--- src/rtl/regfile_pkg.sv ---
// Shared definitions for the multiport register file.
//   - Default width constants for data and address.
//   - Clear-sweep FSM state encodings (StIdle, StClear).
//   - slice_offset(): bit offset of a port within a packed multi-port bus.
package regfile_pkg;

  localparam int unsigned DefaultDataW = 32;
  localparam int unsigned DefaultAddrW = 5;

  // Clear-sweep FSM states; kept as plain constants so older tools can use them.
  typedef logic [0:0] state_t;
  localparam state_t StIdle  = 1'b0;
  localparam state_t StClear = 1'b1;

  function automatic int unsigned slice_offset(input int unsigned port,
                                               input int unsigned width);
    return port * width;
  endfunction

endpackage

--- src/rtl/regfile_clear_fsm.sv ---
// Bulk-clear sequencer for the register file.
// Sweeps every entry once, one entry per cycle, starting at index 0.
// Ports:
//   clk, reset_n - clock and asynchronous active-low reset.
//   clear_req    - pulse that starts a sweep; ignored while a sweep runs.
//   clear_busy   - high for exactly 2**ADDR_W cycles while the sweep runs.
//   clear_done   - one-cycle pulse after the final entry has been zeroed.
//   clear_we     - zero-write strobe to the storage array.
//   clear_addr   - entry to zero when clear_we is high.
module regfile_clear_fsm
  import regfile_pkg::*;
#(
  parameter int unsigned ADDR_W = DefaultAddrW
) (
  input  logic              clk,
  input  logic              reset_n,
  input  logic              clear_req,
  output logic              clear_busy,
  output logic              clear_done,
  output logic              clear_we,
  output logic [ADDR_W-1:0] clear_addr
);

  localparam logic [ADDR_W-1:0] LastIdx = '1;

  state_t            state_q, state_d;
  logic [ADDR_W-1:0] index_q, index_d;
  logic              done_q, done_d;

  always_comb begin
    state_d = state_q;
    index_d = index_q;
    done_d  = 1'b0;
    case (state_q)
      StIdle: begin
        if (clear_req) begin
          state_d = StClear;
          index_d = '0;
        end
      end
      StClear: begin
        // Final entry ends the sweep; the index is parked at 0 so it never wraps
        // into a second pass.
        if (index_q == LastIdx) begin
          state_d = StIdle;
          index_d = '0;
          done_d  = 1'b1;
        end else begin
          index_d = index_q + ADDR_W'(1);
        end
      end
      default: state_d = StIdle;
    endcase
  end

  always_ff @(posedge clk or negedge reset_n) begin
    if (!reset_n) begin
      state_q <= StIdle;
      index_q <= '0;
      done_q  <= 1'b0;
    end else begin
      state_q <= state_d;
      index_q <= index_d;
      done_q  <= done_d;
    end
  end

  assign clear_busy = (state_q == StClear);
  assign clear_done = done_q;
  assign clear_we   = clear_busy;
  assign clear_addr = index_q;

endmodule

--- src/rtl/regfile_multiport.sv ---
// Multiport register file: 2**ADDR_W x DATA_W storage, NUM_RD combinational read
// ports, one synchronous write port and a sequential bulk-clear engine.
// Ports:
//   clk, reset_n - clock and asynchronous active-low reset (zeroes all entries).
//   rd_addr      - packed read addresses, port k at [k*ADDR_W +: ADDR_W].
//   rd_data      - packed read data, port k at [k*DATA_W +: DATA_W].
//   wr_en, wr_addr, wr_data - write port; writes are dropped while clearing.
//   clear_req, clear_busy, clear_done - bulk-clear handshake.
// Optional build macro:
//   REGFILE_BYPASS_EN - forward an accepted write to matching read ports in the
//                       same cycle (never for entry 0 when ZERO_REG is set).
module regfile_multiport
  import regfile_pkg::*;
#(
  parameter int unsigned DATA_W   = DefaultDataW,
  parameter int unsigned ADDR_W   = DefaultAddrW,
  parameter int unsigned NUM_RD   = 2,
  parameter int unsigned ZERO_REG = 1
) (
  input  logic                     clk,
  input  logic                     reset_n,
  input  logic [NUM_RD*ADDR_W-1:0] rd_addr,
  output logic [NUM_RD*DATA_W-1:0] rd_data,
  input  logic                     wr_en,
  input  logic [ADDR_W-1:0]        wr_addr,
  input  logic [DATA_W-1:0]        wr_data,
  input  logic                     clear_req,
  output logic                     clear_busy,
  output logic                     clear_done
);

  localparam int unsigned Depth = 2 ** ADDR_W;
  localparam bit          HasZeroReg = (ZERO_REG != 0);

  logic [DATA_W-1:0] mem_q [Depth];
  logic              clear_we;
  logic [ADDR_W-1:0] clear_addr;
  logic              wr_accept;
  logic              wr_commit;

  regfile_clear_fsm #(
    .ADDR_W (ADDR_W)
  ) u_clear_fsm (
    .clk        (clk),
    .reset_n    (reset_n),
    .clear_req  (clear_req),
    .clear_busy (clear_busy),
    .clear_done (clear_done),
    .clear_we   (clear_we),
    .clear_addr (clear_addr)
  );

  // Writes are only taken while the sweep is idle; busy writes are simply lost.
  assign wr_accept = wr_en & ~clear_busy;
  assign wr_commit = wr_accept & ~(HasZeroReg && (wr_addr == '0));

  always_ff @(posedge clk or negedge reset_n) begin
    if (!reset_n) begin
      for (int unsigned i = 0; i < Depth; i++) begin
        mem_q[i] <= '0;
      end
    end else if (clear_we) begin
      mem_q[clear_addr] <= '0;
    end else if (wr_commit) begin
      mem_q[wr_addr] <= wr_data;
    end
  end

  for (genvar k = 0; k < NUM_RD; k++) begin : g_rd
    logic [ADDR_W-1:0] addr;
    logic [DATA_W-1:0] data;

    assign addr = rd_addr[slice_offset(k, ADDR_W) +: ADDR_W];

    always_comb begin
      data = mem_q[addr];
      if (HasZeroReg && (addr == '0)) begin
        data = '0;
`ifdef REGFILE_BYPASS_EN
      end else if (wr_accept && (addr == wr_addr)) begin
        data = wr_data;
`endif
      end
    end

    assign rd_data[slice_offset(k, DATA_W) +: DATA_W] = data;
  end

endmodule

--- config.mk ---
export PLATFORM = sky130hd
export DESIGN_NAME = regfile_multiport
export DESIGN_NICKNAME = d
export VERILOG_FILES = /design/src/rtl/regfile_pkg.sv /design/src/rtl/regfile_clear_fsm.sv /design/src/rtl/regfile_multiport.sv
export SDC_FILE = /design/constraint.sdc
export NUM_CORES = 2
export LEC_CHECK = 0
export CAP_MARGIN = 15
export CORE_MARGIN = 4
export CORE_UTILIZATION = 58
export CTS_CLUSTER_DIAMETER = 80
export DETAILED_ROUTE_END_ITERATION = 10
export GPL_TIMING_DRIVEN = 0
export PLACE_DENSITY = 0.75
export SLEW_MARGIN = 30
export SYNTH_ARGS = -nofsm -noshare
export SYNTH_HDL_FRONTEND = slang
export SYNTH_SLANG_ARGS = --single-unit
--- constraint.sdc ---
create_clock -name clk -period 3.7 [get_ports clk]
set_input_delay 0.555 -clock clk [delete_from_list [all_inputs] [get_ports clk]]
set_output_delay 0.555 -clock clk [all_outputs]
set_load 0.01 [all_outputs]
==> reports/qor.txt <==
H-tree levels -> 3
Post-synth ARST share -> 100%
Synth cell types -> 38
Dpl hpwl -> 161,000 um
Synth Warn # -> 0
Detail Route Antenna Nets -> 0
Die ar. -> 95,700 um^2
RSZ-0062 raised after global routing -> yes
Minimum clock period -> 3.87 ns
DR iter-0 viols -> 7,797
Number of global-route vias before repair -> 42,300
Buffers on Ports -> 108
Number of synthesized flops with an enable pin -> 0
Die height -> 309 um
Setup total negative slack -> -1.73 ns
Critical path class -> in2out
Power per standard cell area -> 563 nW/um^2
Worst Setup End Kind -> output port
Skew-Pair Late Insertion Delay -> 0.72 ns
Critical path data required time -> 3.14 ns
Mapped Cells -> 3,791
Least-Margin Pin Slew -> 1.23 ns
Tcrit/Tclk final -> 105%
Largest net degree at the start of global routing -> 130
Die width -> 309 um
R2R depth -> 7
CTS tree -> done
Top cell type's share of synthesized area -> 49.0%
Final Hold Vio Count -> 0
Mapped Area -> 52,700 um^2
RR Startpoint -> u_clear_fsm.clear_busy$_DFF_PN0_
CP Launch Type -> input pin
Mean Syn Cell Area -> 13.9 um^2
Peak supply drop -> 0.000396 V
Clock Skew -> 0.0189 ns
Clk sinks -> 1,031
HP Class -> in2async
Most common cell in the netlist -> dfrtp_1
Drt first pass iters -> 9
Post-synth net total -> 3,847
IO Count -> 117
Fmax -> 258 MHz
Clk buf depth -> 3
GRT Overall Usage -> 47.2%
Worst Path Max Fanout -> 10
Root buffer cell -> clkbuf_16
Register area share after synthesis -> 49.0%
Relative slew margins -> 17.7%
FF-to-FF End -> mem_q[679]$_DFFE_PN0P_
WL per Instance -> 42.7 um
Vias per cell -> 8.19
Final setup violation count -> 32
Final slew viol count -> 0
Core box area -> 90,000 um^2
Post-Route WL -> 226,000 um
Final Power -> 34.4 mW
DR vias -> 43,300
Outcome -> finished, violations left
FP Rows -> 110
DRC -> 0
Total gr overflow -> 0
Share of cells above drive strength 1 -> 25.0%
Commonest cells post-synth -> 1,031 x dfrtp_1, 992 x a22o_1, 448 x mux4_2
Yosys reg bits -> 1,031
Final worst setup slack -> -0.173 ns
R2R Setup Slk -> 0.12 ns
Pleak -> 26.7 nW
Final RePlAce weighted congestion -> 1.08
Ys flop type -> dfrtp_1
Synth area leader -> dfrtp_1
First-pass GRT wire length -> 316,000 um
Initial antenna violation count -> 3
Synth-to-Final Area Change -> 15.8%
Clk slew on worst S/H paths -> 0.07 ns
Top cells by area, synth -> dfrtp_1 49%, mux4_2 19%, a22o_1 16%, clkbuf_1 2.9%, mux2i_1 2.4%
Final net count -> 4,075
Violations in the final reports -> setup timing
CP Data Arrival Time -> 3.32 ns
CTS buffer count -> 109
Initial core utilization -> 58.5%
Max-cap violations -> 0
cell usage in the layout (no fill, tap or decap), types with 44 or more instances in the layout:
cell type and count:
a221oi_1 47, a22o_1 992, a22oi_1 44, clkbuf_1 325, clkbuf_16 112, clkbuf_2 47, clkdlybuf4s50_1 87, dfrtp_1 1031
mux2_2 64, mux2i_1 128, mux4_2 448, nor2b_1 68, o21ai_0 104
worst max-delay path by stage:
| stage | startpoint | cells past startpoint | slack, ns | endpoint |
|---|---|---|---|---|
| after floorplan | rd_addr[7] | 7 | 0.96 | rd_data[32] |
| after global placement | reset_n | 1 | -44.20 | mem_q[143]$_DFFE_PN0P_ |
| after detailed placement | rd_addr[8] | 8 | -1.76 | rd_data[33] |
| after CTS | rd_addr[5] | 7 | -0.02 | rd_data[39] |
| after global routing | rd_addr[6] | 7 | -0.12 | rd_data[40] |
| final | rd_addr[2] | 7 | -0.17 | rd_data[23] |
power breakdown:
group          internal, mW  total [mW]  switching [mW]
Combinational          3.43        7.70            4.27
Sequential             13.0        14.5            1.53
Clock                  7.14        12.1            4.99
Total                  23.6        34.4            10.8
final cells by class:
type                            count  area [um^2]
Fill cell                        6416        29000
Sequential cell                  1031        25800
Multi-Input combinational cell   2255        25700
Clock buffer                      158         3250
Buffer                            494         2640
Tap cell                         1176         1470
Timing Repair Buffer              121         1420
Clock inverter                     48          681
Inverter                            7         26.3
Antenna cell                        2         5.00
sequential cells by signal, indices dropped and copies added (netlist names):
name / flops
mem_q: 1024
u_clear_fsm.clear_addr: 5
u_clear_fsm.clear_busy: 1
u_clear_fsm.clear_done: 1
critical path, cell delays in order:
cell and delay, ns:
buf_4 0.28, buf_4 0.34, clkbuf_4 0.41, mux4_2 0.39
a22oi_1 0.48, a311oi_2 0.27, clkdlybuf4s50_1 0.55
per-layer routing:
metal	vias to the layer above	GRT usage, %	wire (um)
met5	-	1.43	198
met4	8	30.2	19400
met3	1045	24.9	39300
met2	4163	64.1	91400
met1	22200	59.3	75700
li1	16000	-	-
stage by stage:
stage          instances  utilization, %  area (um^2)  worst slack [ns]  hold slack, ns
2_1_floorplan       3791               -        52700             0.962           0.259
3_3_place_gp        5075            61.4        55200            -44.20           0.487
3_5_place_dp        5086            61.8        55600             -1.76           0.395
4_1_cts             5289            67.4        60600           -0.0184           0.315
5_1_grt             5291            67.8        61000            -0.118           0.325
6_report            5292            67.8        61000            -0.173           0.316
repair_timing:
item                                    4_1_cts  5_1_grt
setup buffers                                 0        0
gates cloned                                  0        0
hold buffers                                  1        0
hold endpoints to repair                     27        0
endpoints found under the setup margin       64       53
pin swaps                                    20       23
gates resized for setup                     335      101
kinds of logic after synthesis:
group | count (synthesis) | share of synthesized area (%)
compound gates | 1397 | 21.9
xor+xnor | 2 | 0.0333
fa+ha+maj | 5 | 0.119
buf+inv | 505 | 3.78
flops | 1031 | 49.0
mux | 640 | 23.0
simple gates | 211 | 2.24
Note: power is estimated with default switching activity, not from simulation.
